[src/rtl/skid_pipe_reg.sv]
// ---------------------------------------------------------------------------
// skid_pipe_reg
//
// Pipeline-stage register with a valid/ready handshake and a two-entry skid
// buffer. The upstream ready is taken straight from a flop, so there is no
// combinational path from out_ready back to in_ready. A synchronous flush
// squashes everything held (mispredict recovery). Both payload registers
// come out of reset holding RESET_VAL.
//
// Ports:
//   clk        rising-edge clock
//   reset      asynchronous, active-high reset
//   flush      synchronous squash of all held entries
//   in_valid   producer has data
//   in_data    producer payload (WIDTH bits)
//   in_ready   stage can accept (registered)
//   out_valid  main entry holds valid data
//   out_data   main entry payload, straight from a register
//   out_ready  consumer accepts
//   occupancy  number of valid entries held, 0..2 (registered)
// ---------------------------------------------------------------------------
module skid_pipe_reg #(
    parameter int               WIDTH     = 33,
    parameter logic [WIDTH-1:0] RESET_VAL = {WIDTH{1'b0}}
) (
    input  logic             clk,
    input  logic             reset,
    input  logic             flush,
    input  logic             in_valid,
    input  logic [WIDTH-1:0] in_data,
    output logic             in_ready,
    output logic             out_valid,
    output logic [WIDTH-1:0] out_data,
    input  logic             out_ready,
    output logic [1:0]       occupancy
);

    // The state encoding is the pair of valid bits {skid_valid, main_valid}.
    // 2'b10 (skid without main) is illegal and is never produced.
    typedef enum logic [1:0] {
        EMPTY = 2'b00,
        ONE   = 2'b01,
        FULL  = 2'b11
    } state_e;

    state_e             state_q, state_d;
    logic [WIDTH-1:0]   main_data_q, main_data_d;
    logic [WIDTH-1:0]   skid_data_q, skid_data_d;
    logic               in_ready_q, in_ready_d;
    logic [1:0]         occupancy_q, occupancy_d;

    logic               in_fire;
    logic               out_fire;

    // State and payload registers. Reset clears the valid bits immediately
    // and preloads both payload registers with RESET_VAL. in_ready and
    // occupancy are kept as their own flops so neither output has any
    // combinational dependence on the current handshake inputs.
    always_ff @(posedge clk or posedge reset) begin
        if (reset) begin
            state_q     <= EMPTY;
            main_data_q <= RESET_VAL;
            skid_data_q <= RESET_VAL;
            in_ready_q  <= 1'b1;
            occupancy_q <= 2'd0;
        end else begin
            state_q     <= state_d;
            main_data_q <= main_data_d;
            skid_data_q <= skid_data_d;
            in_ready_q  <= in_ready_d;
            occupancy_q <= occupancy_d;
        end
    end

    // Next-state logic. Payload registers hold unless a transition writes
    // them, so the data flops only toggle when a new value is captured.
    // When the skid entry drains, it moves into main to keep FIFO order.
    // Flush wins over every handshake: state goes to EMPTY and no payload
    // register is written that cycle, so a same-cycle in_fire is dropped.
    always_comb begin
        state_d     = state_q;
        main_data_d = main_data_q;
        skid_data_d = skid_data_q;

        in_fire  = in_valid & in_ready_q;
        out_fire = state_q[0] & out_ready;

        unique case (state_q)
            EMPTY: begin
                if (in_fire) begin
                    state_d     = ONE;
                    main_data_d = in_data;
                end
            end
            ONE: begin
                if (in_fire && out_fire) begin
                    main_data_d = in_data;
                end else if (in_fire) begin
                    state_d     = FULL;
                    skid_data_d = in_data;
                end else if (out_fire) begin
                    state_d = EMPTY;
                end
            end
            FULL: begin
                if (out_fire) begin
                    state_d     = ONE;
                    main_data_d = skid_data_q;
                end
            end
            default: begin
                state_d = EMPTY;
            end
        endcase

        if (flush) begin
            state_d     = EMPTY;
            main_data_d = main_data_q;
            skid_data_d = skid_data_q;
        end

        in_ready_d  = ~state_d[1];
        occupancy_d = {1'b0, state_d[0]} + {1'b0, state_d[1]};
    end

    // Outputs come straight from flops.
    always_comb begin
        out_valid = state_q[0];
        out_data  = main_data_q;
        in_ready  = in_ready_q;
        occupancy = occupancy_q;
    end

endmodule

[config.mk]
export PLATFORM = sky130hd
export DESIGN_NAME = skid_pipe_reg
export DESIGN_NICKNAME = d
export VERILOG_FILES = /design/src/rtl/skid_pipe_reg.sv
export SDC_FILE = /design/constraint.sdc
export NUM_CORES = 1
export LEC_CHECK = 0
export CORE_MARGIN = 3
export CORE_UTILIZATION = 53
export DETAILED_ROUTE_END_ITERATION = 7
export HOLD_SLACK_MARGIN = 0.08
export PLACE_DENSITY = 0.84
export SYNTH_ARGS = -nofsm -noshare
export SYNTH_HDL_FRONTEND = slang
export SYNTH_SLANG_ARGS = --single-unit
[constraint.sdc]
create_clock -name clk -period 5 [get_ports clk]
set_clock_uncertainty 0.2 [all_clocks]
set_input_delay 1 -clock clk [delete_from_list [all_inputs] [get_ports clk]]
set_output_delay 1 -clock clk [all_outputs]
set_load 0.005 [all_outputs]
==> metrics.csv, run 1 <==
stage;metric;value;unit
status;status;finished, final reports clean;
die;die_w;83.6;um
clocking;cts_root_buf;clkbuf_8;
logic_synthesis;ys_types;18;
routing;ant_nets;0;
clocking;htreeDepth;3;
sta;holdWs;287;ps
min_path;hold_end;out_data[15];
setup_path;cp-start-kind;input pin;
grt;grt_overflow;0;
setup_path;crit_type;input pin to flip-flop;
placed_design;portBuffers;74;
logic_synthesis;synth_top_area_share;54.8;%
placed_design;post-place-ws;1540;ps
setup_path;r2r-end;out_data[4];
logic_synthesis;syn_inst;195;
final_layout;drive_above_1_share;43.2;%
routing;viasPerCell;5.25;
setup_path;end_kind;flip-flop;
sta;slew_headroom;26.9;%
final_layout;final_cell_mix;clkdlybuf4s50_1, dfrtp_1, mux2_2, mux2_4, clkbuf_8;
setup_path;r2r_start;in_ready;
grt;grt_pass1_vias;2081;
logic_synthesis;synth_top_area_cell;dfrtp_1;
power_and_ir_drop;power.switching;0.000381;W
sta;setup-tns-final;0;ps
setup_path;crit_fanout;25;
sta;finalHoldViolations;0;
grt;grt_pass1_wl;10.2;mm
sta;fmax;322;MHz
final_layout;nFillCells;394;
die;ios;75;
sta;setup_slack;1900;ps
clocking;cts_tree;yes;
logic_synthesis;ys_seq_area_share;55.7;%
sta;period_needed;3100;ps
placed_design;gp_congestion;0.766;
clocking;ctsHoldBuffers;0;
min_path;hp-class;flip-flop to flip-flop;
clocking;numCtsBuffers;9;
logic_synthesis;netlist_top_cells_area;dfrtp_1, mux2_2, mux2_4, buf_6, a2111oi_4;
sta;slew_violations;0;
power_and_ir_drop;pwr-share-clk;28.8;%
final_layout;finalNetCount;311;
die;die_h;83.6;um
routing;drt_iter0_drc;74;
routing;wirelength;5.96;mm
clocking;insertion_delay;330;ps
power_and_ir_drop;p_comb_share;22.7;%
die;design.core.area;0.00568;mm^2
logic_synthesis;postSynthNetCount;233;
clocking;cts.sinks;71;
logic_synthesis;yosys_warnings;0;
routing;via_count;1836;
setup_path;rrSetupSlack;2490;ps
sta;tightest_slew;1100;ps
logic_synthesis;synth-seq-cells;71;
min_path;min_from;out_data[15];
die;start_util;56.3;%
power_and_ir_drop;intPower;0.00121;W
sta;setup-violations-final;0;
setup_path;crit_required;5020;ps
logic_synthesis;syn_area_per_cell;16.4;um^2
clocking;cts_resized;0;
routing;dr.pass1.iters;4;
power_and_ir_drop;power.density;382;mW/mm^2
die;dieArea;0.00699;mm^2
placed_design;dp_hpwl;3.92;mm
routing;wire_per_inst;17.0;um
power_and_ir_drop;p_leak;1.85;nW
clocking;clkTransAtPathRegs;70;ps
logic_synthesis;syn_area;0.00319;mm^2
final_layout;final_common_cell;clkdlybuf4s50_1;
power_and_ir_drop;vdd_drop_max;0.227;mV
setup_path;cp_data_arrival_time;3120;ps
final_layout;n_antenna_cell;0;
grt;grt.total_usage;18.2;%
setup_path;r2r_cells;4;
die;row_count;27;
min_path;worstHoldPathCells;1;
grt;antenna_found_initial;0;
sta;rsz0062_at_grt;no;
clocking;clock_path_buffers;2;
job;drv_cap;0;
routing;drc;0;
final_layout;syn2layout_area_growth;30.2;%
grt;grt_max_degree;47;
clocking;post_cts_buffers;0;
power_and_ir_drop;seq_power_share;48.6;%
power_and_ir_drop;p_sw_share;24.0;%
sta;timing.final.crit_share;62.1;%
-- cells in the mapped netlist --
master,number
inv_1,3
buf_2,4
o21ai_0,1
nand3b_1,1
dfrtp_1,70
mux2_1,2
mux2_4,30
nand2b_1,1
or3_1,1
a211oi_1,1
a2111oi_4,1
mux2_2,67
buf_6,6
nor3_1,2
a21oi_1,2
dfstp_2,1
nor2b_1,1
nand2_1,1
-- metrics by stage --
step / utilization, % / cells / power (W) / area (um^2)
5_1_grt: 73.3 / 350 / 0.00167 / 4160
3_3_place_gp: 69.8 / 334 / 0.00113 / 3960
6_report: 73.3 / 350 / 0.00159 / 4160
2_1_floorplan: - / 195 / 0.000959 / 3190
3_5_place_dp: 69.8 / 334 / 0.00114 / 3960
4_1_cts: 73.3 / 350 / 0.00160 / 4160
-- routing by layer --
layer	global-route usage (%)	up-vias	share of wire, %
met5	0	-	0
met3	6.12	8	5.9
met4	6.58	0	1.4
met1	23.0	924	44
li1	-	851	-
met2	29.2	53	48
-- power by group through the flow --
stage          Clock, W  Sequential (W)  Combinational, W
3_3_place_gp          0        0.000775          0.000352
3_5_place_dp          0        0.000778          0.000365
2_1_floorplan         0        0.000768          0.000191
5_1_grt        0.000496        0.000788          0.000387
6_report       0.000457        0.000771          0.000360
4_1_cts        0.000467        0.000772          0.000366
-- cell families after synthesis --
group | count (synthesis) | synth area share [%]
AO/OA/AOI/OAI | 5 | 1.57
AND/OR/NAND/NOR | 7 | 1.25
buffers and inverters | 13 | 3.09
flip-flops | 71 | 55.7
multiplexers | 99 | 38.4
-- registers in the layout (all words and copies together), names as in the netlist --
name,cells
out_data,33
state_q,2
skid_data_q,33
occupancy,2
in_ready,1
-- final cells by class --
type	count	area (um^2)	share of cell area, %
Tap cell	72	90.1	2.17
Multi-Input combinational cell	111	1320	31.7
Timing Repair Buffer	77	763	18.4
Inverter	3	11.3	0.271
Sequential cell	71	1780	42.7
Clock buffer	10	138	3.31
Clock inverter	6	60.1	1.44
-- worst max-delay path, cell delays in order --
cell             delay (ps)
clkdlybuf4s50_1         470
a21oi_1                 130
a2111oi_4               680
buf_4                   450
mux2_2                  380
-- worst max path at each step --
stage,startpoint,end,cells after the start
finish,in_valid,out_data[4],5
global route,in_valid,out_data[18],5
CTS,in_valid,out_data[22],5
detailed placement,in_valid,out_data[22],5
global placement,in_valid,out_data[10],5
floorplan,reset,occupancy[0],1
(Power assumes the default switching activity.)
==> run 2, diff against run 1 <==
--- a/config.mk
+++ b/config.mk
@@ -6,10 +6,10 @@
 export NUM_CORES = 1
 export LEC_CHECK = 0
 export CORE_MARGIN = 3
-export CORE_UTILIZATION = 53
+export CORE_UTILIZATION = 50
 export DETAILED_ROUTE_END_ITERATION = 7
 export HOLD_SLACK_MARGIN = 0.08
-export PLACE_DENSITY = 0.84
+export PLACE_DENSITY = 0.8
 export SYNTH_ARGS = -nofsm -noshare
 export SYNTH_HDL_FRONTEND = slang
 export SYNTH_SLANG_ARGS = --single-unit
==> constraint.sdc (replaced) <==
create_clock -name clk -period 3.05 [get_ports clk]
set_clock_uncertainty 0.2 [all_clocks]
set_input_delay 0.61 -clock clk [delete_from_list [all_inputs] [get_ports clk]]
set_output_delay 0.61 -clock clk [all_outputs]
set_load 0.005 [all_outputs]
==> run 2 against run 1 <==
  * Register-to-register slack got worse by 1600 ps
  * Utilization decreased by 3.5 points
  * Die area increased by 5.6%
  * Setup slack got worse by 1200 ps
  * Non-clock buffer count increased by 3
  * Sequential power increased by 65%
  * First-iteration DRC count decreased by 9.5%
  * Largest power group unchanged
==> metrics.csv, run 2 (synthesis results as in run 1) <==
stage;metric;value;unit
status;status;finished, final reports clean;
routing;wirelength;5.93;mm
sta;timing.final.crit_share;77.8;%
setup_path;crit_required;3060;ps
sta;setup-violations-final;0;
routing;dr.pass1.iters;4;
power_and_ir_drop;power.switching;0.000620;W
die;die_h;85.9;um
clocking;ctsHoldBuffers;0;
routing;drc;0;
clocking;cts_tree;yes;
setup_path;crit_type;input pin to flip-flop;
setup_path;cp-start-kind;input pin;
job;drv_cap;0;
power_and_ir_drop;pwr-share-clk;31.5;%
clocking;cts_resized;0;
clocking;clock_path_buffers;2;
clocking;htreeDepth;3;
final_layout;final_cell_area;0.00423;mm^2
placed_design;dp_hpwl;3.91;mm
die;row_count;28;
routing;drt_iter0_drc;67;
placed_design;portBuffers;74;
power_and_ir_drop;p_total;0.00271;W
clocking;cts.sinks;71;
clocking;cts_root_buf;clkbuf_8;
setup_path;cp_data_arrival_time;2390;ps
power_and_ir_drop;vdd_drop_max;0.415;mV
die;design.core.area;0.00606;mm^2
grt;grt_pass1_wl;10.2;mm
die;dieArea;0.00738;mm^2
sta;holdWs;310;ps
sta;finalHoldViolations;0;
clocking;post_cts_buffers;0;
routing;via_count;1828;
sta;setup-tns-final;0;ps
routing;wire_per_inst;16.6;um
placed_design;placed_cell_area;0.00400;mm^2
final_layout;syn2layout_area_growth;32.5;%
grt;grt_overflow;0;
final_layout;utilization;69.8;%
power_and_ir_drop;seq_power_share;46.7;%
die;ios;75;
setup_path;crit_fanout;33;
clocking;insertion_delay;330;ps
sta;rsz0062_at_grt;no;
sta;slew_violations;0;
final_layout;drive_above_1_share;43.8;%
routing;viasPerCell;5.13;
setup_path;rrSetupSlack;900;ps
grt;grt_max_degree;72;
clocking;numCtsBuffers;9;
grt;antenna_found_initial;0;
final_layout;final_cell_mix;clkdlybuf4s50_1, dfrtp_1, mux2_2, mux2_4, clkbuf_8;
grt;grt.total_usage;18.1;%
power_and_ir_drop;p_leak;1.88;nW
die;die_w;85.9;um
sta;tightest_slew;614;ps
placed_design;gp_congestion;0.671;
grt;grt_pass1_vias;2064;
power_and_ir_drop;intPower;0.00209;W
final_layout;n_antenna_cell;0;
power_and_ir_drop;p_sw_share;22.9;%
power_and_ir_drop;power.density;640;mW/mm^2
setup_path;end_kind;flip-flop;
sta;period_needed;2370;ps
sta;slew_headroom;59.1;%
final_layout;finalNetCount;314;
clocking;clkTransAtPathRegs;70;ps
final_layout;final_common_cell;clkdlybuf4s50_1;
routing;ant_nets;0;
min_path;hp-class;flip-flop to flip-flop;
die;start_util;52.7;%
power_and_ir_drop;p_comb_share;21.8;%
sta;fmax;421;MHz
run 2: cell types whose count changed in the layout (fill, tap and decap cells not counted), sizes merged:
cell and change:
clkbuf +1, clkinv -2, buf +3, bufinv +1
run 2: layout make-up:
| type | instances | area (um^2) |
|---|---|---|
| clock buffers | 11 | 151 |
| multi-input cells | 111 | 1320 |
| clock inverters | 5 | 80.1 |
| inverters | 3 | 11.3 |
| repair buffers | 80 | 798 |
| well taps | 75 | 93.8 |
| fillers | 443 | 1830 |
| flip-flops and latches | 71 | 1780 |
run 2: stage by stage:
| step | setup WS (ps) | cells |
|---|---|---|
| 2_1_floorplan | 445 | 195 |
| 3_3_place_gp | 375 | 340 |
| 3_5_place_dp | 337 | 340 |
| 4_1_cts | 698 | 356 |
| 5_1_grt | 627 | 356 |
| 6_report | 676 | 356 |
run 2: path summary, 6_finish.rpt:
| path | startpoint | endpoint | depth (start not counted) |
|---|---|---|---|
| min in group asynchronous | reset | out_data[9] | 3 |
| hold / removal | skid_data_q[9] | skid_data_q[9] | 1 |
| max in group asynchronous | reset | in_ready | 3 |
| setup / recovery | in_valid | skid_data_q[18] | 5 |
| setup reg to reg | in_ready | skid_data_q[18] | 4 |
| hold reg to reg | skid_data_q[9] | skid_data_q[9] | 1 |
run 2: worst max-delay path, cell delays in order:
cell and delay [ps]:
clkdlybuf4s50_1 480, nand3b_1 120, or3_2 460, buf_4 320
mux2_4 370
run 2: layer usage:
layer | global-route usage (%) | part of all wire (%) | vias to the layer above
li1 | - | - | 855
met1 | 24.5 | 46 | 917
met2 | 27.6 | 48 | 50
met3 | 5.19 | 5.6 | 6
met4 | 6.91 | 1.2 | 0
met5 | 0 | 0 | -
run 2: power groups by stage:
stage	sequential (W)	combinational, W	clock, W
6_report	0.00127	0.000590	0.000852
5_1_grt	0.00129	0.000639	0.000922
4_1_cts	0.00127	0.000602	0.000873
3_5_place_dp	0.00128	0.000601	0
3_3_place_gp	0.00127	0.000580	0
2_1_floorplan	0.00126	0.000312	0
==> run 3, diff against run 2 <==
--- a/config.mk
+++ b/config.mk
@@ -6,10 +6,10 @@
 export NUM_CORES = 1
 export LEC_CHECK = 0
 export CORE_MARGIN = 3
-export CORE_UTILIZATION = 50
+export CORE_UTILIZATION = 45
 export DETAILED_ROUTE_END_ITERATION = 7
 export HOLD_SLACK_MARGIN = 0.08
-export PLACE_DENSITY = 0.8
+export PLACE_DENSITY = 0.76
 export SYNTH_ARGS = -nofsm -noshare
 export SYNTH_HDL_FRONTEND = slang
 export SYNTH_SLANG_ARGS = --single-unit
==> constraint.sdc (replaced) <==
create_clock -name clk -period 2.1 [get_ports clk]
set_clock_uncertainty 0.2 [all_clocks]
set_input_delay 0.42 -clock clk [delete_from_list [all_inputs] [get_ports clk]]
set_output_delay 0.42 -clock clk [all_outputs]
set_load 0.005 [all_outputs]
==> run 3 against run 2 <==
  * Clock power is 9.0% higher
  * Cell count is 7.0% higher
  * First-iteration DRC count is 58% lower
  * Setup slack worse by 630 ps
  * Critical path depth stayed put
  * Clock-buffer cell count is 2 higher
  * Utilization is 7.4 points lower
  * Sequential cell count stayed put
  * Register-to-register slack worse by 830 ps
  * Non-clock buffer count is 6 higher
  * Critical endpoint is now skid_data_q[3]
  * Largest power group unchanged
==> metrics.csv, run 3 (synthesis results as in run 1) <==
stage;metric;value;unit
setup_path;r2r_start;in_ready;
setup_path;cp-start-kind;input pin;
die;dieArea;0.00815;mm^2
routing;viasPerCell;4.87;
grt;grt_pass1_vias;2071;
sta;setup-violations-final;0;
placed_design;portBuffers;74;
setup_path;r2r_cells;4;
sta;slew_headroom;75.3;%
clocking;htreeDepth;3;
routing;routed-wl-met3;273;um
setup_path;path_cells;clkdlybuf4s50_1, nand3b_1, or3_2, buf_12, mux2_4;
final_layout;final_cell_mix;clkdlybuf4s50_1, dfrtp_1, mux2_2, mux2_4, clkbuf_8;
job;drv_cap;0;
sta;fmax;486;MHz
clocking;cts_resized;0;
final_layout;finalNetCount;320;
routing;via_count;1854;
final_layout;syn2layout_area_growth;33.5;%
clocking;numCtsBuffers;9;
setup_path;crit_required;2110;ps
die;die_h;90.3;um
routing;wire_per_inst;15.9;um
clocking;cts_tree;yes;
clocking;clkTransAtPathRegs;70;ps
clocking;cts.sinks;71;
routing;drc;0;
sta;slew_violations;0;
setup_path;cp_data_arrival_time;2070;ps
power_and_ir_drop;power.density;851;mW/mm^2
sta;rsz0062_at_grt;no;
final_layout;n_antenna_cell;0;
grt;grt_overflow;0;
clocking;insertion_delay;330;ps
setup_path;end_kind;flip-flop;
clocking;post_cts_buffers;0;
power_and_ir_drop;p_leak;1.90;nW
routing;dr.pass1.iters;4;
sta;holdWs;294;ps
sta;finalHoldViolations;0;
status;status;finished, final reports clean;
die;die_w;90.3;um
setup_path;worst-path-stages;5;
setup_path;slowest_stage;or3_2;
sta;period_needed;2060;ps
die;row_count;30;
die;design.core.area;0.00683;mm^2
routing;wl_met2;3.03;mm
sta;tightest_slew;367;ps
routing;drt_iter0_drc;28;
grt;antenna_found_initial;0;
clocking;clock_path_buffers;2;
placed_design;gp_congestion;0.750;
final_layout;final_cells;381;
placed_design;dp_hpwl;4.12;mm
final_layout;final_common_cell;clkdlybuf4s50_1;
sta;setup_slack;43.3;ps
min_path;hp-class;flip-flop to flip-flop;
setup_path;rrSetupSlack;70;ps
placed_design;place_inst;367;
grt;grt.total_usage;15.9;%
die;start_util;46.8;%
setup_path;timing.critical_path.buf_inv;2;
die;ios;75;
grt;grt_max_degree;72;
clocking;ctsHoldBuffers;0;
sta;timing.final.crit_share;97.9;%
setup_path;crit_end;skid_data_q[3];
placed_design;post-place-ws;-296;ps
setup_path;slowest_delay;520;ps
grt;grt_pass1_wl;10.2;mm
routing;ant_nets;0;
setup_path;crit_fanout;25;
routing;wirelength;6.05;mm
power_and_ir_drop;vdd_drop_max;0.377;mV
routing;wl_met1;2.64;mm
setup_path;r2r-end;skid_data_q[3];
setup_path;cp-startpoint;in_valid;
clocking;cts_root_buf;clkbuf_8;
setup_path;crit_type;input pin to flip-flop;
setup_path;cp_top_family;buffers and inverters;
final_layout;drive_above_1_share;43.9;%
routing;top_layer;met4;
## run 3: through the flow
step           setup TNS, ps  instance area (um^2)  total power (W)  util [%]
3_3_place_gp          -16390                  4100          0.00270      60.0
2_1_floorplan              0                  3200          0.00228         -
6_report                   0                  4260          0.00363      62.4
4_1_cts                    0                  4260          0.00369      62.4
3_5_place_dp          -18160                  4100          0.00273      60.0
5_1_grt                    0                  4260          0.00383      62.4
## run 3: power breakdown
part	leakage, nW	internal, W	switching [W]
sequential	0.856	0.00167	0.000162
combinational	0.954	0.000640	0.000228
clock	0.0854	0.000480	0.000449
total	1.90	0.00279	0.000840
## run 3: metal layers
metal,vias to the layer above,track usage [%]
met5,-,0
met4,0,7.27
met3,10,4.00
met2,48,26.7
met1,924,19.2
li1,872,-
## run 3: how the worst min path moves through the flow
stage / startpoint / endpoint / slack, ps / depth (start not counted)
6_report: out_data[16] / out_data[16] / 290 / 1
5_1_grt: out_data[16] / out_data[16] / 310 / 1
3_5_place_dp: out_data[16] / out_data[16] / 280 / 1
3_3_place_gp: out_data[16] / out_data[16] / 270 / 1
4_1_cts: out_data[16] / out_data[16] / 300 / 1
2_1_floorplan: skid_data_q[30] / skid_data_q[30] / 280 / 1
## run 3: area by class of cell
type,count,area [um^2]
fill,553,2570
sequential,71,1780
inverter,3,15.0
timing repair buffer,86,868
clock inverter,1,5.00
tap,96,120
multi-input combinational,111,1320
clock buffer,13,159
